<file path="config.mk">
export PLATFORM = sky130hd
export DESIGN_NAME = alu_seq
export DESIGN_NICKNAME = d
export VERILOG_FILES = /design/src/rtl/alu_seq.sv
export SDC_FILE = /design/constraint.sdc
export NUM_CORES = 1
export LEC_CHECK = 0
export CAP_MARGIN = 10
export CELL_PAD_IN_SITES_DETAIL_PLACEMENT = 0
export CELL_PAD_IN_SITES_GLOBAL_PLACEMENT = 1
export CORE_UTILIZATION = 47
export DETAILED_ROUTE_END_ITERATION = 12
export PLACE_DENSITY = 0.95
export SYNTH_ARGS = -nofsm -noshare
export SYNTH_HDL_FRONTEND = slang
export SYNTH_SLANG_ARGS = --single-unit
</file>
<file path="constraint.sdc">
create_clock -name clk -period 6.2 [get_ports clk]
set_input_delay 1.24 -clock clk [delete_from_list [all_inputs] [get_ports clk]]
set_output_delay 1.24 -clock clk [all_outputs]
set_load 0.05 [all_outputs]
</file>
<file path="src/rtl/alu_seq.sv">
// Registered W-bit ALU with start/done handshake: logic/add/sub/SLT finish in one
// clock, MUL (shift-add) and DIV (restoring) iterate for W clocks in the ITER state.
module alu_seq #(
    parameter int W = 8
) (
    input  logic         clk,
    input  logic         rst,
    input  logic         start,
    input  logic [2:0]   codigo,
    input  logic [W-1:0] OP1,
    input  logic [W-1:0] OP2,
    output logic [W-1:0] res,
    output logic [W-1:0] res_hi,
    output logic         zero,
    output logic         carry,
    output logic         ovf,
    output logic         div0,
    output logic         busy,
    output logic         done
);
    localparam int CW = (W > 2) ? $clog2(W) : 1;

    typedef enum logic {IDLE, ITER} state_t;

    state_t        state_q;
    logic [CW-1:0] cnt_q;
    logic          is_div_q;
    logic [W-1:0]  opb_q;
    logic [W-1:0]  acc_hi_q, acc_lo_q;
    logic [W-1:0]  res_q, res_hi_q;
    logic          zero_q, carry_q, ovf_q, div0_q, busy_q, done_q;

    // Single-cycle results are computed straight from the operand inputs
    logic [W:0]    sum, dif;
    logic [W-1:0]  sc_res;
    logic          sc_carry, sc_ovf;

    always_comb begin
        sum      = {1'b0, OP1} + {1'b0, OP2};
        dif      = {1'b0, OP1} - {1'b0, OP2};
        sc_res   = '0;
        sc_carry = 1'b0;
        sc_ovf   = 1'b0;
        case (codigo)
            3'b000: begin
                sc_res   = sum[W-1:0];
                sc_carry = sum[W];
                sc_ovf   = (OP1[W-1] == OP2[W-1]) && (sum[W-1] != OP1[W-1]);
            end
            3'b001: begin
                sc_res   = dif[W-1:0];
                sc_carry = dif[W];
                sc_ovf   = (OP1[W-1] != OP2[W-1]) && (dif[W-1] != OP1[W-1]);
            end
            3'b010:  sc_res = OP1 & OP2;
            3'b011:  sc_res = OP1 | OP2;
            3'b100:  sc_res = OP1 ^ OP2;
            3'b101:  sc_res = {{(W-1){1'b0}}, dif[W]};
            default: sc_res = '0;
        endcase
    end

    // One iteration step; acc_hi/acc_lo hold partial product or remainder/quotient
    logic [W:0]    mul_sum, div_shift, div_diff;
    logic [W-1:0]  mul_hi_d, mul_lo_d, div_hi_d, div_lo_d, step_hi_d, step_lo_d;

    always_comb begin
        mul_sum   = {1'b0, acc_hi_q} + (acc_lo_q[0] ? {1'b0, opb_q} : {(W+1){1'b0}});
        mul_hi_d  = mul_sum[W:1];
        mul_lo_d  = {mul_sum[0], acc_lo_q[W-1:1]};
        div_shift = {acc_hi_q, acc_lo_q[W-1]};
        div_diff  = div_shift - {1'b0, opb_q};
        div_hi_d  = div_diff[W] ? div_shift[W-1:0] : div_diff[W-1:0];
        div_lo_d  = {acc_lo_q[W-2:0], ~div_diff[W]};
        step_hi_d = is_div_q ? div_hi_d : mul_hi_d;
        step_lo_d = is_div_q ? div_lo_d : mul_lo_d;
    end

    always_ff @(posedge clk or posedge rst) begin
        if (rst) begin
            state_q  <= IDLE;
            cnt_q    <= '0;
            is_div_q <= 1'b0;
            opb_q    <= '0;
            acc_hi_q <= '0;
            acc_lo_q <= '0;
            res_q    <= '0;
            res_hi_q <= '0;
            zero_q   <= 1'b0;
            carry_q  <= 1'b0;
            ovf_q    <= 1'b0;
            div0_q   <= 1'b0;
            busy_q   <= 1'b0;
            done_q   <= 1'b0;
        end else begin
            done_q <= 1'b0;
            case (state_q)
                IDLE: begin
                    if (start) begin
                        if (codigo == 3'b111 && OP2 == '0) begin
                            res_q    <= '1;
                            res_hi_q <= OP1;
                            zero_q   <= 1'b0;
                            carry_q  <= 1'b0;
                            ovf_q    <= 1'b0;
                            div0_q   <= 1'b1;
                            done_q   <= 1'b1;
                        end else if (codigo[2:1] == 2'b11) begin
                            state_q  <= ITER;
                            busy_q   <= 1'b1;
                            cnt_q    <= '0;
                            is_div_q <= codigo[0];
                            opb_q    <= OP2;
                            acc_hi_q <= '0;
                            acc_lo_q <= OP1;
                        end else begin
                            res_q    <= sc_res;
                            res_hi_q <= '0;
                            zero_q   <= (sc_res == '0);
                            carry_q  <= sc_carry;
                            ovf_q    <= sc_ovf;
                            div0_q   <= 1'b0;
                            done_q   <= 1'b1;
                        end
                    end
                end
                ITER: begin
                    acc_hi_q <= step_hi_d;
                    acc_lo_q <= step_lo_d;
                    cnt_q    <= cnt_q + 1'b1;
                    // The final step's result is loaded directly on the W-th edge
                    if (cnt_q == CW'(W-1)) begin
                        state_q  <= IDLE;
                        busy_q   <= 1'b0;
                        done_q   <= 1'b1;
                        res_q    <= step_lo_d;
                        res_hi_q <= step_hi_d;
                        zero_q   <= is_div_q ? (step_lo_d == '0)
                                             : ({step_hi_d, step_lo_d} == '0);
                        carry_q  <= ~is_div_q && (step_hi_d != '0);
                        ovf_q    <= 1'b0;
                        div0_q   <= 1'b0;
                    end
                end
                default: state_q <= IDLE;
            endcase
        end
    end

    assign res    = res_q;
    assign res_hi = res_hi_q;
    assign zero   = zero_q;
    assign carry  = carry_q;
    assign ovf    = ovf_q;
    assign div0   = div0_q;
    assign busy   = busy_q;
    assign done   = done_q;
endmodule

</file>
==> impl_metrics.tcl, run 1 <==
set metrics [dict create \
    outcome "complete, no violations" \
    layout-drive-gt1-share 0.0628 \
    vdd_ir_drop_max_mv 0.279 \
    place.port_buffers 43 \
    place_congestion 0.934 \
    fill_cells 892 \
    areaGrowthSynthToFinish_pct 12.8 \
    io_pins 44 \
    drc_errors 0 \
    num_rows 35 \
    worstSetupEndpointType "flop" \
    synth_edf_count 0 \
    setup_tns_ns 0 \
    postSynthAreaPerCell_sq_um 8.17 \
    finalHoldViolations 0 \
    die_area_sq_um 10100 \
    min_path_type "reg2reg" \
    worst_pin_slew_ns 1.05 \
    maxCapViolCount 0 \
    cts_made_buffers 5 \
    worstPathRequired_ns 6.42 \
    initial_utilization 0.490 \
    overflow 0 \
    vias_per_cell 6.07 \
    cts-resized-gates 0 \
    gr-usage-all-layers 0.279 \
    grt_pass1_wl_um 21900 \
    yosys_register_bits 51 \
    synthCells 559 \
    crit_end "zero" \
    ant_nets 0 \
    clk_pin_slew_ns 0.09 \
    cp_max_fo 24 \
    core_area_sq_um 9330 \
    ys_async_sr_fraction 1.00 \
    cts.sinks 51 \
    cp_data_arrival_time_ns 4.56 \
    ys_seq_area_frac 0.279 \
    dr_total_vias 4358 \
    die_h_um 101 \
    die_w_um 101 \
    htreeDepth 2 \
    finalSetupViolCount 0 \
    synth_nets 629 \
    crit_type "in2reg" \
    grt_pass1_vias 4093 \
    p_leak_uw 0.00229 \
    relSlewSlack 0.300 \
    cts_tree "built" \
    dpl.hpwl_um 10600 \
    maxSlewViolCount 0 \
    post_cts_buffers 0 \
    drtIter0Drc 280 \
    clock_path_buffers 2 \
    first_pass_iters 5 \
    antenna_cells 0 \
    clk_latency_ns 0.30 \
    grt_start_max_net_pins 52 \
    post-route-period-util 0.700 \
    period_minus_slack_ns 4.34 \
    clock.fmax_ghz 0.230 \
    r2r-start "acc_lo_q[7]" \
    ys_warn_count 0 \
    worst_clock_skew_ns 0.0115 \
    setup.worst_path.start "codigo[0]" \
    drt_wl_total_um 13400 \
    rsz0062_at_grt "no" \
    fin_ws_ns 1.86 \
    nNetsFinal 659 \
    critPathLaunchType "input port" \
    hold_buffers 0 \
    netlist_area_sq_um 4570 \
    antenna_found_initial 0 \
    synth_ff_type "dfrtp_1" \
    p_per_area_nw_per_um2 553 \
    wire_per_inst_um 18.7 \
    r2r-end "carry" \
    r2r_cells 12 \
    yosys.cell_types.count 81 \
    root_buffer "clkbuf_8" \
    r2r_setup_slack_ns 2.49 \
    place_ws_ns 1.57 \
]
critical path, cell delays in order:
cell	delay, ns
clkdlybuf4s50_1	0.90
nor4b_2	0.31
and4_4	0.29
o21a_4	0.17
nor2_2	0.17
or3b_1	0.41
or4_1	0.45
or4b_1	0.51
o211ai_1	0.10
placed cells by master (no fill, tap or decap), types with 3 or more instances in the layout:
master,instances
ha_1,44
clkbuf_8,5
and2_1,11
xor2_1,3
nor4_1,3
or3_1,3
mux2i_1,8
o21ai_0,49
nor2b_1,9
a31oi_1,7
xnor2_1,7
fa_1,4
nand2b_1,5
a211oi_1,3
a21oi_1,50
nor3_1,10
nor2_1,56
o211ai_1,5
inv_1,41
mux2_2,5
a21o_1,6
o31ai_1,3
a21boi_0,5
a221oi_1,3
clkdlybuf4s50_1,43
a22o_1,5
a22oi_1,6
o21bai_1,5
nand2_1,54
nand3_1,13
dfrtp_1,51
or4_1,4
power breakdown:
group	internal, uW	total (uW)	switching, uW
registers	494	652	159
clock network	119	229	110
logic	778	1970	1190
Yosys cell counts (all sizes together), types with 3 or more instances:
cell type  number  area (sq um)
nand2          54           203
a21o            6          45.0
or4             5          38.8
a21oi          50           250
o31ai           3          22.5
o21bai          5          37.5
a31oi           7          43.8
o21ai          51           259
a22oi           6          45.0
o21a            3          30.0
a22o            5          43.8
fa              4          80.1
nor2           57           216
a221oi          3          26.3
clkbuf         18          97.6
inv            43           161
ha             44           551
xor2            3          26.3
mux2            6          71.3
nor4            3          18.8
or3             3          18.8
nand3          13          65.1
mux2i           8          80.1
dfrtp          51          1280
buf             3          20.0
xnor2           7          61.3
nand2b          5          31.3
o22ai           3          25.0
a211oi          5          62.6
a21boi          5          37.5
nor2b           9          56.3
nor3           11          60.1
and2           14          92.6
o211ai          5          37.5
stage by stage:
stage | instances | total power (uW) | util | cell area, sq um | hold slack, ns
2_1_floorplan | 559 | 2090 | - | 4570 | 0.454
3_3_place_gp | 711 | 2550 | 0.541 | 5050 | 0.481
3_5_place_dp | 711 | 2590 | 0.541 | 5050 | 0.487
4_1_cts | 718 | 2820 | 0.552 | 5150 | 0.506
5_1_grt | 718 | 3070 | 0.552 | 5150 | 0.555
6_report | 718 | 2850 | 0.552 | 5150 | 0.500
worst min path at each step:
stage                         from       end  slack, ns  depth (start not counted)
after global routing        res[4]    res[4]       0.55                          2
after CTS                   res[7]    res[7]       0.51                          2
after global placement    cnt_q[0]  cnt_q[0]       0.48                          1
after floorplan           cnt_q[0]  cnt_q[0]       0.45                          1
after detailed placement    res[7]    res[7]       0.49                          2
final                       res[7]    res[7]       0.50                          2
cells by family after synthesis:
kind of cell | after synthesis | share of synthesized area
AO/OA/AOI/OAI | 183 | 0.265
XOR/XNOR | 10 | 0.0192
adder cells (fa/ha/maj) | 48 | 0.138
buffers and inverters | 65 | 0.0630
flip-flops | 51 | 0.279
multiplexers | 14 | 0.0331
AND/OR/NAND/NOR | 188 | 0.203
layer usage:
layer  track usage  wire length (um)
met1         0.428              6520
met2         0.420              5880
met3        0.0354               844
met4        0.0524               199
met5             0                 0
flip-flops by register name, summed over array words and instances (netlist names):
signal,count
acc_hi_q,8
acc_lo_q,8
opb_q,8
res,8
res_hi,8
cnt_q,3
busy,1
carry,1
div0,1
done,1
is_div_q,1
ovf,1
state_q,1
zero,1
layout make-up:
class | count | area [sq um] | share of cell area
Tap cell | 129 | 161 | 0.0313
Sequential cell | 51 | 1280 | 0.248
Inverter | 43 | 161 | 0.0313
Timing Repair Buffer | 45 | 445 | 0.0865
Clock buffer | 6 | 72.6 | 0.0141
Multi-Input combinational cell | 443 | 3000 | 0.583
Clock inverter | 1 | 30.0 | 0.00583
Power figures use the tool's default switching activity.
==> inputs of run 2 (changes only) <==
--- a/config.mk
+++ b/config.mk
@@ -8,9 +8,9 @@
 export CAP_MARGIN = 10
 export CELL_PAD_IN_SITES_DETAIL_PLACEMENT = 0
 export CELL_PAD_IN_SITES_GLOBAL_PLACEMENT = 1
-export CORE_UTILIZATION = 47
+export CORE_UTILIZATION = 44
 export DETAILED_ROUTE_END_ITERATION = 12
-export PLACE_DENSITY = 0.95
+export PLACE_DENSITY = 0.92
 export SYNTH_ARGS = -nofsm -noshare
 export SYNTH_HDL_FRONTEND = slang
 export SYNTH_SLANG_ARGS = --single-unit
==> constraint.sdc (replaced) <==
create_clock -name clk -period 4.18 [get_ports clk]
set_input_delay 0.836 -clock clk [delete_from_list [all_inputs] [get_ports clk]]
set_output_delay 0.836 -clock clk [all_outputs]
set_load 0.05 [all_outputs]
==> run 2 against run 1 <==
Die area is 6.7% higher. Global-route usage is 3.6 points lower. Clock-buffer cell count is 1 lower. Sequential share of layout area is 0.44 points lower. Cell count is 2.1% higher. Register-to-register slack worse by 2.0 ns. Critical endpoint unchanged. Largest cell class unchanged.
==> impl_metrics.tcl, run 2 (same netlist as run 1, synthesis figures left out) <==
set metrics [dict create \
    outcome "complete, no violations" \
    vdd_ir_drop_max_mv 0.317 \
    rsz0062_at_grt "no" \
    met2_usage 0.388 \
    crit_family "simple AND/OR/NAND/NOR gates" \
    seqPwrFrac 0.223 \
    cp_max_fo 3 \
    crit_type "in2reg" \
    nNetsFinal 669 \
    grt_start_max_net_pins 52 \
    dr_total_vias 4319 \
    setup_tns_ns 0 \
    p_per_area_nw_per_um2 811 \
    clk_pin_slew_ns 0.10 \
    areaGrowthSynthToFinish_pct 14.8 \
    post-route-period-util 0.916 \
    initial_utilization 0.461 \
    maxCapViolCount 0 \
    placed_area_sq_um 5130 \
    place_congestion 0.966 \
    stdcell_area_sq_um 5240 \
    worst_clock_skew_ns 0.00742 \
    die_area_sq_um 10800 \
    die_w_um 104 \
    cts_tree "built" \
    io_pins 44 \
    finalSetupViolCount 0 \
    worstPathRequired_ns 4.41 \
    core_area_sq_um 9910 \
    combPwrFrac 0.693 \
    path_cells "clkdlybuf4s50_1, inv_1, ha_1, inv_1, fa_1, nand2b_1, a21oi_1, o21bai_1, a2111oi_0, o21ai_0, or4_1, or4b_1, o211ai_1" \
    cts-resized-gates 0 \
    fill_cells 964 \
    num_rows 36 \
    ff_latch_area_sq_um 1280 \
    gr-usage-all-layers 0.243 \
    first_pass_iters 5 \
    post_cts_buffers 0 \
    grt_pass1_wl_um 21100 \
    utilization 0.529 \
    finalHoldViolations 0 \
    cts_made_buffers 5 \
    drc_errors 0 \
    cp_slowest_stage_delay_ns 0.53 \
    gr-usage-met1 0.355 \
    cp_num_buf_inv 3 \
    wire_per_inst_um 17.9 \
    switching_power_uw 2170 \
    place.port_buffers 43 \
    p_int_uw 2080 \
    period_minus_slack_ns 3.83 \
    die_h_um 104 \
    antenna_found_initial 0 \
    grt_pass1_vias 4039 \
    cp_data_arrival_time_ns 4.06 \
    dpl.hpwl_um 10500 \
    worst_pin_slew_ns 1.04 \
    layout-drive-gt1-share 0.0817 \
    multiInputGateArea_sq_um 3000 \
    top_usage_layer "met2" \
    vias_per_cell 5.89 \
    hold_ws_ns 0.501 \
    hold_buffers 0 \
    drtIter0Drc 301 \
    clk_latency_ns 0.31 \
    ant_nets 0 \
    grt_use_met3 0.0301 \
    htreeDepth 2 \
    p_leak_uw 0.00235 \
    critPathLaunchType "input port" \
    min_path_type "reg2reg" \
    root_buffer "clkbuf_8" \
    cts.sinks 51 \
    drt_wl_total_um 13100 \
    maxSlewViolCount 0 \
    clock_path_buffers 2 \
    antenna_cells 0 \
    slowest_stage "or4_1" \
    path_common_cell "inv_1" \
    netSwitchingFraction 0.511 \
    layout.cells.most_common "nor2_1" \
    clock.fmax_ghz 0.261 \
    overflow 0 \
    worstSetupEndpointType "flop" \
    clkPwrFrac 0.083 \
    relSlewSlack 0.304 \
    final_cell_mix "56 x nor2_1, 54 x nand2_1, 51 x dfrtp_1" \
]
==> run 2: changes by cell type in the layout (fill, tap and decap cells not counted) <==
cell,before,now
buf_4,2,12
clkbuf_1,1,0
clkinvlp_4,0,1
inv_6,0,1
==> run 2: per-stage QoR <==
stage	instances	setup slack, ns	power (uW)
global placement	725	0.159	3790
global route	733	0.0432	4570
CTS	733	0.398	4230
finish	733	0.353	4250
detailed placement	725	0.0825	3860
floorplan	559	0.783	3100
==> run 2: power groups by stage <==
stage,logic (uW),clock network (uW),registers (uW)
CTS,2920,359,951
global route,3210,375,987
floorplan,1910,0,1190
finish,2950,355,950
detailed placement,2900,0,960
global placement,2840,0,949
==> run 2: layout make-up <==
type / count / area share
Timing Repair Buffer: 55 / 0.0993
Multi-Input combinational cell: 443 / 0.573
Sequential cell: 51 / 0.243
Clock buffer: 5 / 0.0131
Clock inverter: 3 / 0.00883
Tap cell: 133 / 0.0317
Inverter: 43 / 0.0308
==> run 2: routing by layer <==
metal	routed length, um	vias up
li1	-	2075
met1	6060	2071
met2	6080	165
met3	912	8
met4	93	0
met5	0	-
==> run 2: worst reg2reg max path, delay by kind of cell, from the launching register on <==
kind            cells  cell delay [ns]
flops               1             0.42
buf+inv             2             0.19
simple gates        2             0.74
mux                 1             0.27
fa+ha+maj           2             0.64
compound gates      5             1.33
==> run 2: worst paths after layout <==
| path | cells past startpoint | start | endpoint | slack (ns) |
|---|---|---|---|---|
| worst min register to register | 2 | res_hi[6] | res_hi[6] | 0.50 |
| max in group asynchronous | 2 | rst | is_div_q | 2.43 |
| worst min-delay path | 2 | res_hi[6] | res_hi[6] | 0.50 |
| worst max register to register | 12 | acc_lo_q[7] | carry | 0.47 |
| min in group asynchronous | 2 | rst | res[1] | 1.11 |
| worst max-delay path | 13 | OP1[0] | zero | 0.35 |
==> inputs of run 3 (changes only) <==
--- a/config.mk
+++ b/config.mk
@@ -10,6 +10,7 @@
 export CELL_PAD_IN_SITES_GLOBAL_PLACEMENT = 1
 export CORE_UTILIZATION = 44
 export DETAILED_ROUTE_END_ITERATION = 12
+export GPL_TIMING_DRIVEN = 0
 export PLACE_DENSITY = 0.92
 export SYNTH_ARGS = -nofsm -noshare
 export SYNTH_HDL_FRONTEND = slang
==> run 3 against run 2 <==
Sequential share of layout area decreased by 0.34 points. Global-route usage grew 1.7 points. Maximum frequency decreased by 3.7%. Setup slack worse by 0.15 ns. Die area did not move. Clock-buffer cell count rose by 1. Combinational power grew 2%. Non-clock buffer count up 11. Sequential power is 0.5% lower. First-iteration DRC count grew 15%. Largest power group unchanged.
==> impl_metrics.tcl, run 3 (same netlist as run 1, synthesis figures left out) <==
set metrics [dict create \
    p_per_area_nw_per_um2 812 \
    grt_start_max_net_pins 40 \
    outcome "complete, no violations" \
    layout-drive-gt1-share 0.0753 \
    io_pins 44 \
    crit_type "in2reg" \
    relSlewSlack 0.344 \
    cp_slowest_stage_delay_ns 0.64 \
    cts_tree "built" \
    num_rows 36 \
    maxSlewViolCount 0 \
    cp_max_fo 7 \
    r2r-start "acc_lo_q[7]" \
    layout.cells.most_common "nor2_1" \
    place.port_buffers 42 \
    antenna_cells 0 \
    worst_clock_skew_ns 0.00924 \
    nNetsFinal 680 \
    first_pass_iters 5 \
    clock_path_buffers 2 \
    drt_wl_total_um 13800 \
    hold_ws_ns 0.493 \
    core_area_sq_um 9910 \
    finalHoldViolations 0 \
    maxCapViolCount 0 \
    dr_total_vias 4475 \
    clk_pin_slew_ns 0.10 \
    setup.worst_path.start "OP1[4]" \
    finalSetupViolCount 0 \
    ant_nets 0 \
    route.met2.wl_um 6220 \
    wl_met3_um 1120 \
    p_leak_uw 0.00238 \
    grt_pass1_wl_um 22300 \
    worst_pin_slew_ns 0.981 \
    overflow 0 \
    areaGrowthSynthToFinish_pct 16.4 \
    cp_data_arrival_time_ns 4.20 \
    slowest_stage "clkdlybuf4s50_1" \
    clk_latency_ns 0.31 \
    initial_utilization 0.461 \
    worstSetupEndpointType "flop" \
    die_area_sq_um 10800 \
    worstPathRequired_ns 4.41 \
    top_layer_used "met4" \
    drt-met1-wl_um 6130 \
    cts_made_buffers 5 \
    antenna_found_initial 0 \
    min_from "cnt_q[0]" \
    vdd_ir_drop_max_mv 0.311 \
    root_buffer "clkbuf_8" \
    grt_pass1_vias 4254 \
    cts.sinks 51 \
    clock.fmax_ghz 0.252 \
    final_cell_mix "56 x nor2_1, 54 x nand2_1, 51 x dfrtp_1" \
    dpl.hpwl_um 10900 \
    vias_per_cell 6.01 \
    period_minus_slack_ns 3.97 \
    wire_per_inst_um 18.5 \
    die_w_um 104 \
    setup_tns_ns 0 \
    rsz0062_at_grt "no" \
    die_h_um 104 \
    htreeDepth 2 \
    drtIter0Drc 346 \
    post-route-period-util 0.951 \
    min_path_type "reg2reg" \
    path_cells "clkdlybuf4s50_1, inv_1, ha_1, clkbuf_1, nand2_1, o21ai_0, nor3_1, a211oi_1, a21boi_0, o32ai_1, or4b_1, o211ai_1" \
    place_congestion 0.937 \
    critPathLaunchType "input port" \
    hold_buffers 0 \
    drc_errors 0 \
    gr-usage-all-layers 0.260 \
]
[run 3: worst max-delay path: cells and delay by family]
kind	cells	cell delay [ns]
AO/OA/AOI/OAI	5	1.23
AND/OR/NAND/NOR	3	0.77
buffers and inverters	3	1.05
adder cells (fa/ha/maj)	1	0.30
[run 3: report_power, final]
part	switching, uW	internal, uW
registers	213	732
logic	1800	1200
clock network	175	197
[run 3: area by class of cell]
cell class | instances | area (sq um)
fill | 946 | 4590
multi-input combinational | 443 | 3010
sequential | 51 | 1280
timing repair buffer | 44 | 453
tap | 133 | 166
inverter | 43 | 161
buffer | 22 | 126
clock buffer | 6 | 82.6
clock inverter | 2 | 38.8
[run 3: timing repair]
item                       4_1_cts  5_1_grt
hold endpoints to repair         0        0
buffers inserted                 0        1
setup endpoints to repair        0        1
gates resized for setup          0        6
[run 3: final timing paths]
path	endpoint	slack, ns	depth (start not counted)
setup reg to reg	carry	0.43	12
hold reg to reg	cnt_q[0]	0.49	1
hold / removal	cnt_q[0]	0.49	1
max in group asynchronous	opb_q[7]	2.90	3
setup / recovery	zero	0.21	12
min in group asynchronous	res[4]	0.78	2
[run 3: metal layers]
| layer | up-vias | track usage |
|---|---|---|
| met5 | - | 0 |
| met4 | 0 | 0.0704 |
| met1 | 2109 | 0.365 |
| li1 | 2095 | - |
| met3 | 32 | 0.0345 |
| met2 | 239 | 0.421 |
[run 3: through the flow]
stage                     cell area, sq um  power (uW)  setup slack, ns  std cells  utilization
after floorplan                       4570        3100            0.783        559            -
after global placement                5150        3820           -0.233        734        0.520
after detailed placement              5170        3880           -0.283        735        0.522
after CTS                             5300        4280           0.0165        743        0.534
after global routing                  5320        4640           0.0968        744        0.537
final                                 5320        4320            0.206        744        0.537
